$ cat src/rtl/tti_tx_queue_if.sv
// Bus bundle for the TTI transmit queue: CSR write port, soft-reset handshake,
// controller-side pop port and status flags. Signal suffixes are from the queue's view.
interface tti_tx_queue_if #(
    parameter int DataWidth = 32,
    parameter int ThldWidth = 8
);
    logic                 req_i;
    logic [DataWidth-1:0] data_i;
    logic                 ack_o;
    logic [ThldWidth-1:0] ready_thld_i;
    logic [ThldWidth-1:0] ready_thld_o;
    logic                 reg_rst_i;
    logic                 reg_rst_we_o;
    logic                 reg_rst_data_o;
    logic                 valid_o;
    logic                 ready_i;
    logic [DataWidth-1:0] data_o;
    logic                 full_o;
    logic                 empty_o;
    logic                 thld_o;
    logic                 overflow_o;

    // Driver side: CSR block plus the downstream controller.
    modport master (
        output req_i, data_i, ready_thld_i, reg_rst_i, ready_i,
        input  ack_o, ready_thld_o, reg_rst_we_o, reg_rst_data_o,
        input  valid_o, data_o, full_o, empty_o, thld_o, overflow_o
    );

    // Queue side.
    modport slave (
        input  req_i, data_i, ready_thld_i, reg_rst_i, ready_i,
        output ack_o, ready_thld_o, reg_rst_we_o, reg_rst_data_o,
        output valid_o, data_o, full_o, empty_o, thld_o, overflow_o
    );
endinterface

$ cat src/rtl/tti_tx_queue.sv
// TTI transmit queue: CSR-written FIFO with one-deep pending write, threshold flag
// and soft-reset FSM. Define I3C_TTI_QUEUE_OVERFLOW_EN to build the sticky overflow status.
module tti_tx_queue #(
    parameter int Depth     = 64,
    parameter int DataWidth = 32,
    parameter int ThldWidth = 8
) (
    input  logic            clk_i,
    input  logic            rst_ni,
    tti_tx_queue_if.slave   q
);
    localparam int CW = $clog2(Depth + 1);
    localparam int PW = $clog2(Depth);

    typedef enum logic [1:0] {
        IDLE  = 2'd0,
        FLUSH = 2'd1,
        CLEAR = 2'd2,
        WAIT  = 2'd3
    } state_e;

    state_e               state_q, state_d;
    logic [PW-1:0]        wptr_q, wptr_d;
    logic [PW-1:0]        rptr_q, rptr_d;
    logic [CW-1:0]        count_q, count_d;
    logic                 pend_q, pend_d;
    logic [DataWidth-1:0] pend_data_q, pend_data_d;
    logic                 ack_q, ack_d;
    logic [ThldWidth-1:0] ready_thld_q, ready_thld_d;
    logic                 thld_q, thld_d;

    logic                 push;
    logic                 pop;
    logic                 has_space;
    logic [DataWidth-1:0] push_data;
    logic                 is_empty;
    logic                 is_full;
    logic [31:0]          free_w;
    logic [31:0]          eff_thld_w;

    logic [DataWidth-1:0] mem_q [Depth];

    assign is_empty = (count_q == '0);
    assign is_full  = (count_q == CW'(Depth));

    always_comb begin
        state_d     = state_q;
        wptr_d      = wptr_q;
        rptr_d      = rptr_q;
        count_d     = count_q;
        pend_d      = pend_q;
        pend_data_d = pend_data_q;
        ack_d       = 1'b0;
        push        = 1'b0;
        pop         = 1'b0;
        has_space   = 1'b0;
        push_data   = q.data_i;

        unique case (state_q)
            IDLE: begin
                if (q.reg_rst_i) begin
                    state_d = FLUSH;
                end
                pop       = !is_empty && q.ready_i;
                // A pop in the same cycle frees the slot a full-queue write needs.
                has_space = !is_full || pop;
                if (pend_q) begin
                    if (has_space) begin
                        push      = 1'b1;
                        push_data = pend_data_q;
                        pend_d    = 1'b0;
                        ack_d     = 1'b1;
                    end
                end else if (q.req_i) begin
                    if (has_space) begin
                        push  = 1'b1;
                        ack_d = 1'b1;
                    end else begin
                        pend_d      = 1'b1;
                        pend_data_d = q.data_i;
                    end
                end
                if (push) begin
                    wptr_d = wptr_q + PW'(1);
                end
                if (pop) begin
                    rptr_d = rptr_q + PW'(1);
                end
                count_d = count_q + CW'(push) - CW'(pop);
            end
            FLUSH: begin
                state_d = CLEAR;
                wptr_d  = '0;
                rptr_d  = '0;
                count_d = '0;
                pend_d  = 1'b0;
                // The discarded pending write still gets its acknowledge.
                ack_d   = pend_q || q.req_i;
            end
            CLEAR: begin
                state_d = WAIT;
                ack_d   = q.req_i;
            end
            WAIT: begin
                if (!q.reg_rst_i) begin
                    state_d = IDLE;
                end
                ack_d = q.req_i;
            end
            default: begin
                state_d = IDLE;
            end
        endcase
    end

    always_comb begin
        ready_thld_d = q.ready_thld_i;
        if (32'(q.ready_thld_i) > 32'(Depth - 1)) begin
            ready_thld_d = ThldWidth'(Depth - 1);
        end
    end

    assign free_w     = 32'(Depth) - 32'(count_q);
    assign eff_thld_w = (ready_thld_q == '0) ? 32'd1 : 32'(ready_thld_q);
    assign thld_d     = (free_w >= eff_thld_w);

    always_ff @(posedge clk_i or negedge rst_ni) begin
        if (!rst_ni) begin
            state_q      <= IDLE;
            wptr_q       <= '0;
            rptr_q       <= '0;
            count_q      <= '0;
            pend_q       <= 1'b0;
            pend_data_q  <= '0;
            ack_q        <= 1'b0;
            ready_thld_q <= '0;
            thld_q       <= 1'b1;
        end else begin
            state_q      <= state_d;
            wptr_q       <= wptr_d;
            rptr_q       <= rptr_d;
            count_q      <= count_d;
            pend_q       <= pend_d;
            pend_data_q  <= pend_data_d;
            ack_q        <= ack_d;
            ready_thld_q <= ready_thld_d;
            thld_q       <= thld_d;
        end
    end

    // Storage is deliberately left out of reset so it maps onto RAM.
    always_ff @(posedge clk_i) begin
        if (push) begin
            mem_q[wptr_q] <= push_data;
        end
    end

`ifdef I3C_TTI_QUEUE_OVERFLOW_EN
    logic overflow_q;

    always_ff @(posedge clk_i or negedge rst_ni) begin
        if (!rst_ni) begin
            overflow_q <= 1'b0;
        end else if (state_q == FLUSH) begin
            overflow_q <= 1'b0;
        end else if (state_q == IDLE && pend_q && q.req_i) begin
            overflow_q <= 1'b1;
        end
    end

    assign q.overflow_o = overflow_q;
`else
    assign q.overflow_o = 1'b0;
`endif

    assign q.ack_o          = ack_q;
    assign q.ready_thld_o   = ready_thld_q;
    assign q.thld_o         = thld_q;
    assign q.reg_rst_we_o   = (state_q == CLEAR);
    assign q.reg_rst_data_o = 1'b0;
    assign q.empty_o        = is_empty;
    assign q.full_o         = is_full;
    assign q.valid_o        = !is_empty;
    assign q.data_o         = is_empty ? '0 : mem_q[rptr_q];

endmodule

$ cat src/flat_wrapper.sv
// flat-port wrapper written by rule: the top's interface ports become plain ports
module tti_tx_queue_flat 
#(
    parameter int Depth     = 64,
    parameter int DataWidth = 32,
    parameter int ThldWidth = 8
)
  (clk_i, rst_ni, q_req_i, q_data_i, q_ready_thld_i, q_reg_rst_i, q_ready_i, q_ack_o, q_ready_thld_o, q_reg_rst_we_o, q_reg_rst_data_o, q_valid_o, q_data_o, q_full_o, q_empty_o, q_thld_o, q_overflow_o);
  tti_tx_queue_if #(.DataWidth(DataWidth), .ThldWidth(ThldWidth)) q_i ();
  input  logic clk_i;
  input  logic rst_ni;
  input wire logic [$bits(q_i.req_i)-1:0] q_req_i;
  input wire logic [$bits(q_i.data_i)-1:0] q_data_i;
  input wire logic [$bits(q_i.ready_thld_i)-1:0] q_ready_thld_i;
  input wire logic [$bits(q_i.reg_rst_i)-1:0] q_reg_rst_i;
  input wire logic [$bits(q_i.ready_i)-1:0] q_ready_i;
  output wire logic [$bits(q_i.ack_o)-1:0] q_ack_o;
  output wire logic [$bits(q_i.ready_thld_o)-1:0] q_ready_thld_o;
  output wire logic [$bits(q_i.reg_rst_we_o)-1:0] q_reg_rst_we_o;
  output wire logic [$bits(q_i.reg_rst_data_o)-1:0] q_reg_rst_data_o;
  output wire logic [$bits(q_i.valid_o)-1:0] q_valid_o;
  output wire logic [$bits(q_i.data_o)-1:0] q_data_o;
  output wire logic [$bits(q_i.full_o)-1:0] q_full_o;
  output wire logic [$bits(q_i.empty_o)-1:0] q_empty_o;
  output wire logic [$bits(q_i.thld_o)-1:0] q_thld_o;
  output wire logic [$bits(q_i.overflow_o)-1:0] q_overflow_o;
  assign q_i.req_i = q_req_i;
  assign q_i.data_i = q_data_i;
  assign q_i.ready_thld_i = q_ready_thld_i;
  assign q_i.reg_rst_i = q_reg_rst_i;
  assign q_i.ready_i = q_ready_i;
  assign q_ack_o = q_i.ack_o;
  assign q_ready_thld_o = q_i.ready_thld_o;
  assign q_reg_rst_we_o = q_i.reg_rst_we_o;
  assign q_reg_rst_data_o = q_i.reg_rst_data_o;
  assign q_valid_o = q_i.valid_o;
  assign q_data_o = q_i.data_o;
  assign q_full_o = q_i.full_o;
  assign q_empty_o = q_i.empty_o;
  assign q_thld_o = q_i.thld_o;
  assign q_overflow_o = q_i.overflow_o;
  tti_tx_queue #(.Depth(Depth), .DataWidth(DataWidth), .ThldWidth(ThldWidth)) u_core (.clk_i(clk_i), .rst_ni(rst_ni), .q(q_i));
endmodule
$ cat config.mk
export PLATFORM = sky130hd
export DESIGN_NAME = tti_tx_queue_flat
export DESIGN_NICKNAME = d
export VERILOG_FILES = /design/src/rtl/tti_tx_queue_if.sv /design/src/rtl/tti_tx_queue.sv /design/src/flat_wrapper.sv
export SDC_FILE = /design/constraint.sdc
export NUM_CORES = 2
export LEC_CHECK = 0
export BUFFER_PORTS_ARGS = -buffer_cell sky130_fd_sc_hd__buf_2
export CORE_UTILIZATION = 30
export DETAILED_ROUTE_END_ITERATION = 10
export PLACE_DENSITY = 0.52
export SLEW_MARGIN = 5
export SYNTH_ARGS = -nofsm -noshare
export SYNTH_HDL_FRONTEND = slang
export SYNTH_SLANG_ARGS = --single-unit
$ cat constraint.sdc
create_clock -name clk_i -period 4.12 [get_ports clk_i]
set_clock_uncertainty 0.1 [all_clocks]
set_input_delay 0 -clock clk_i [delete_from_list [all_inputs] [get_ports clk_i]]
set_output_delay 0 -clock clk_i [all_outputs]
set_load 0.03 [all_outputs]
==> summary.md <==
| Metric | Value |
|---|---|
| Site row count | 191 |
| Setup TNS | 0 ps |
| Worst vdd rail ir drop | 0.481 mV |
| Drt total wl | 231 mm |
| CTS Buf Count | 212 |
| Layout area overhead | 19.6% |
| DR vias | 41500 |
| Data required, critical path | 4020 ps |
| Initial antenna violation count | 16 |
| Vias in the first global route | 42400 |
| IO buf count | 90 |
| Post-DRT Antenna Nets | 0 |
| Gpl congestion | 0.779 |
| Clock-pin slew on the worst setup and hold paths | 60 ps |
| CTS Root Cell | clkbuf_16 |
| Tot Pwr | 57.4 mW |
| Max-cap violations | 0 |
| Placed Area | 89300 um^2 |
| CP endpoint kind | output port |
| Wire length on met1 | 104 mm |
| Post-synth EDFFs | 2048 |
| Top-area cell type share of the netlist area | 75.1% |
| Detailed Routing Iterations Pass 1 | 5 |
| Die area | 275000 um^2 |
| First-pass GRT wire length | 327 mm |
| Max_slew headroom | 34.6% |
| Fin. max-slew vios | 0 |
| FMAX | 249 MHz |
| H-tree depth | 4 |
| Placed Cells | 7530 |
| Synth Flop Type | edfxtp_1 |
| Design area | 98000 um^2 |
| Async SR Flop Fraction | 3.03% |
| Initial Util | 30.2% |
| Die width | 524 um |
| Cell taking the most area after synthesis | edfxtp_1 |
| Kind of critical path | reg2out |
| Total GRT Usage | 16.6% |
| Fin crit period | 4020 ps |
| Clk sinks | 2112 |
| Register area share after synthesis | 77.1% |
| Unrepaired setup endpoints after global routing | yes |
| TritonCTS clock tree | yes |
| Tcrit/Tclk final | 97.6% |
| Ys Warns | 0 |
| Met3 wire length | 14.2 mm |
| Vias per inst | 5.13 |
| Post-DR wirelength/cell | 28.6 um |
| Detail Placement HPWL | 137 mm |
| Met2 wire length | 109 mm |
| Die Ht | 524 um |
| Min-Delay Path Class | in2async |
| Synth cell types | 65 |
| Setup violators final | 0 |
| Clock tree buffer depth | 3 |
| Measured slew at the worst slew-check pin | 978 ps |
| Pwr dens | 586 nW/um^2 |
| Minimum hold slack | 121 ps |
| Ranking of synthesized cells by area | edfxtp_1 (75%), mux4_2 (12%), mux2i_1 (2.7%) |
| Post-Synthesis Cells | 3768 |
| Post-Layout Cell Count | 8079 |
| Top routing layer used | met5 |
| Syn avg cell area | 21.7 um^2 |
| Mapped Area | 81900 um^2 |
| Core area | 271000 um^2 |
| I/O pin count | 93 |
| Layout cells sized above 1 | 30.0% |
| Status | finished clean |
| Pleak | 30.3 nW |
| Final hold violations | 0 |
| CP Launch Type | flip-flop |
| Final #Nets | 4399 |
| Worst-path maximum fanout | 18 |
| Worst-Skew Late Latency | 860 ps |
| Post-route DRC | 0 |
| Largest net degree at the start of global routing | 65 |
| Detailed Route Iter0 Violations | 4321 |
| Synth Register Bits | 2112 |
| Congestion Overflow GR | 0 |
| Critical path arrival | 3920 ps |
## routing by layer
metal | vias up | track usage, %
met4 | 2 | 3.44
met1 | 22800 | 24.1
li1 | 17100 | -
met5 | - | 0
met3 | 251 | 2.54
met2 | 1355 | 26.2
## through the flow
stage / utilization [%] / setup WS (ps)
2_1_floorplan: - / 317
3_3_place_gp: 32.9 / 284
3_5_place_dp: 32.9 / 292
4_1_cts: 36.1 / -29.0
5_1_grt: 36.1 / -59.0
6_report: 36.1 / 97.3
## cell type report
class | count | area, um^2
Antenna cell | 6 | 15.0
Clock buffer | 259 | 5480
Clock inverter | 132 | 1240
Fill cell | 25000 | 173000
Inverter | 27 | 105
Multi-Input combinational cell | 1422 | 18200
Sequential cell | 2112 | 63100
Tap cell | 3570 | 4470
Timing Repair Buffer | 551 | 5330
## layout by cell type (no fill, tap or decap), drive strengths merged, types with 46 or more instances in the layout
master / instances
nor2: 106
dfrtp: 63
nand2: 46
mux4: 446
edfxtp: 2048
clkinv: 107
buf: 420
dlygate4sd3: 125
mux2i: 224
o21ai: 50
clkbuf: 262
o22ai: 69
a21oi: 68
o221ai: 50
mux2: 71
## logic make-up (layout without fill, tap and decap cells)
family	Yosys count	count (layout)	synth area share, %
DFF	2112	2112	77.1
muxes	741	741	16.0
AOI/OAI and AO/OA	400	400	3.42
and+or+nand+nor	242	242	1.38
buffers and inverters	237	969	1.63
adders and majority gates	28	28	0.437
xor gates and xnor gates	7	7	0.0749
other	1	10	0.00458
## worst max-delay path, cell delays in order, from the launching register on
cell        delay [ps]
dfrtp_1            380
inv_1              110
ha_1               270
nand4b_1           160
clkbuf_8           350
clkinvlp_4         240
nor2_2             310
buf_6              280
o221ai_1           150
a21oi_1            250
a22o_1             280
buf_2              230
## worst paths after layout
check | startpoint | to | slack (ps) | cells past startpoint
max in group asynchronous | rst_ni | u_core.rptr_q[4]$_DFFE_PN0P_ | 3130 | 4
worst max register to register | u_core.count_q[1]$_DFFE_PN0P_ | u_core.count_q[6]$_DFFE_PN0P_ | 520 | 15
worst min register to register | u_core.count_q[5]$_DFFE_PN0P_ | u_core.count_q[5]$_DFFE_PN0P_ | 460 | 2
worst max-delay path | u_core.count_q[1]$_DFFE_PN0P_ | q_data_o[31] | 100 | 11
min in group clk_i | q_req_i | u_core.q.ack_o$_DFF_PN0_ | 160 | 3
worst min-delay path | rst_ni | u_core.pend_data_q[25]$_DFFE_PN0P_ | 120 | 4
## where the power goes
group	leakage [nW]	internal, mW	switching (mW)	total (mW)
Sequential	19.3	24.7	0.252	24.9
Clock	3.27	10.4	8.36	18.8
Combinational	7.79	5.61	8.12	13.7
Total	30.3	40.7	16.7	57.4
## synth_stat cells (6+ instances only)
library cell	number
o41ai_1	6
mux2i_1	224
nand2_1	45
nor3_1	11
or3_1	8
nor2_1	106
clkbuf_1	79
dfrtp_1	63
a211o_1	8
o221ai_1	50
nand2b_1	9
buf_4	31
inv_1	26
o21ai_0	45
a221oi_1	6
mux2_2	70
buf_2	62
nor2b_1	21
a21oi_1	68
o22ai_1	69
ha_1	27
buf_1	7
edfxtp_1	2048
a211oi_1	44
o32ai_1	6
a2111oi_0	24
nand3_1	15
mux4_2	446
buf_6	28
a22o_1	22
a22oi_1	19
## state kept, by name (all words and copies together), names as in the netlist
name                   count
u_core.rptr_q              6
u_core.q.ready_thld_o      8
u_core.pend_data_q        32
u_core.mem_q            2048
u_core.wptr_q              6
u_core.state_q             2
u_core.q.ack_o             1
u_core.q.thld_o            1
u_core.count_q             7
u_core.pend_q              1
## what timing repair did
item,4_1_cts,5_1_grt
endpoints found under the hold margin,462,0
setup endpoints to repair,32,26
hold buffers,126,0
buffers inserted,15,4
pin swaps,1,0
cloned,4,2
gates resized for setup,44,28
(Power assumes the default switching activity.)
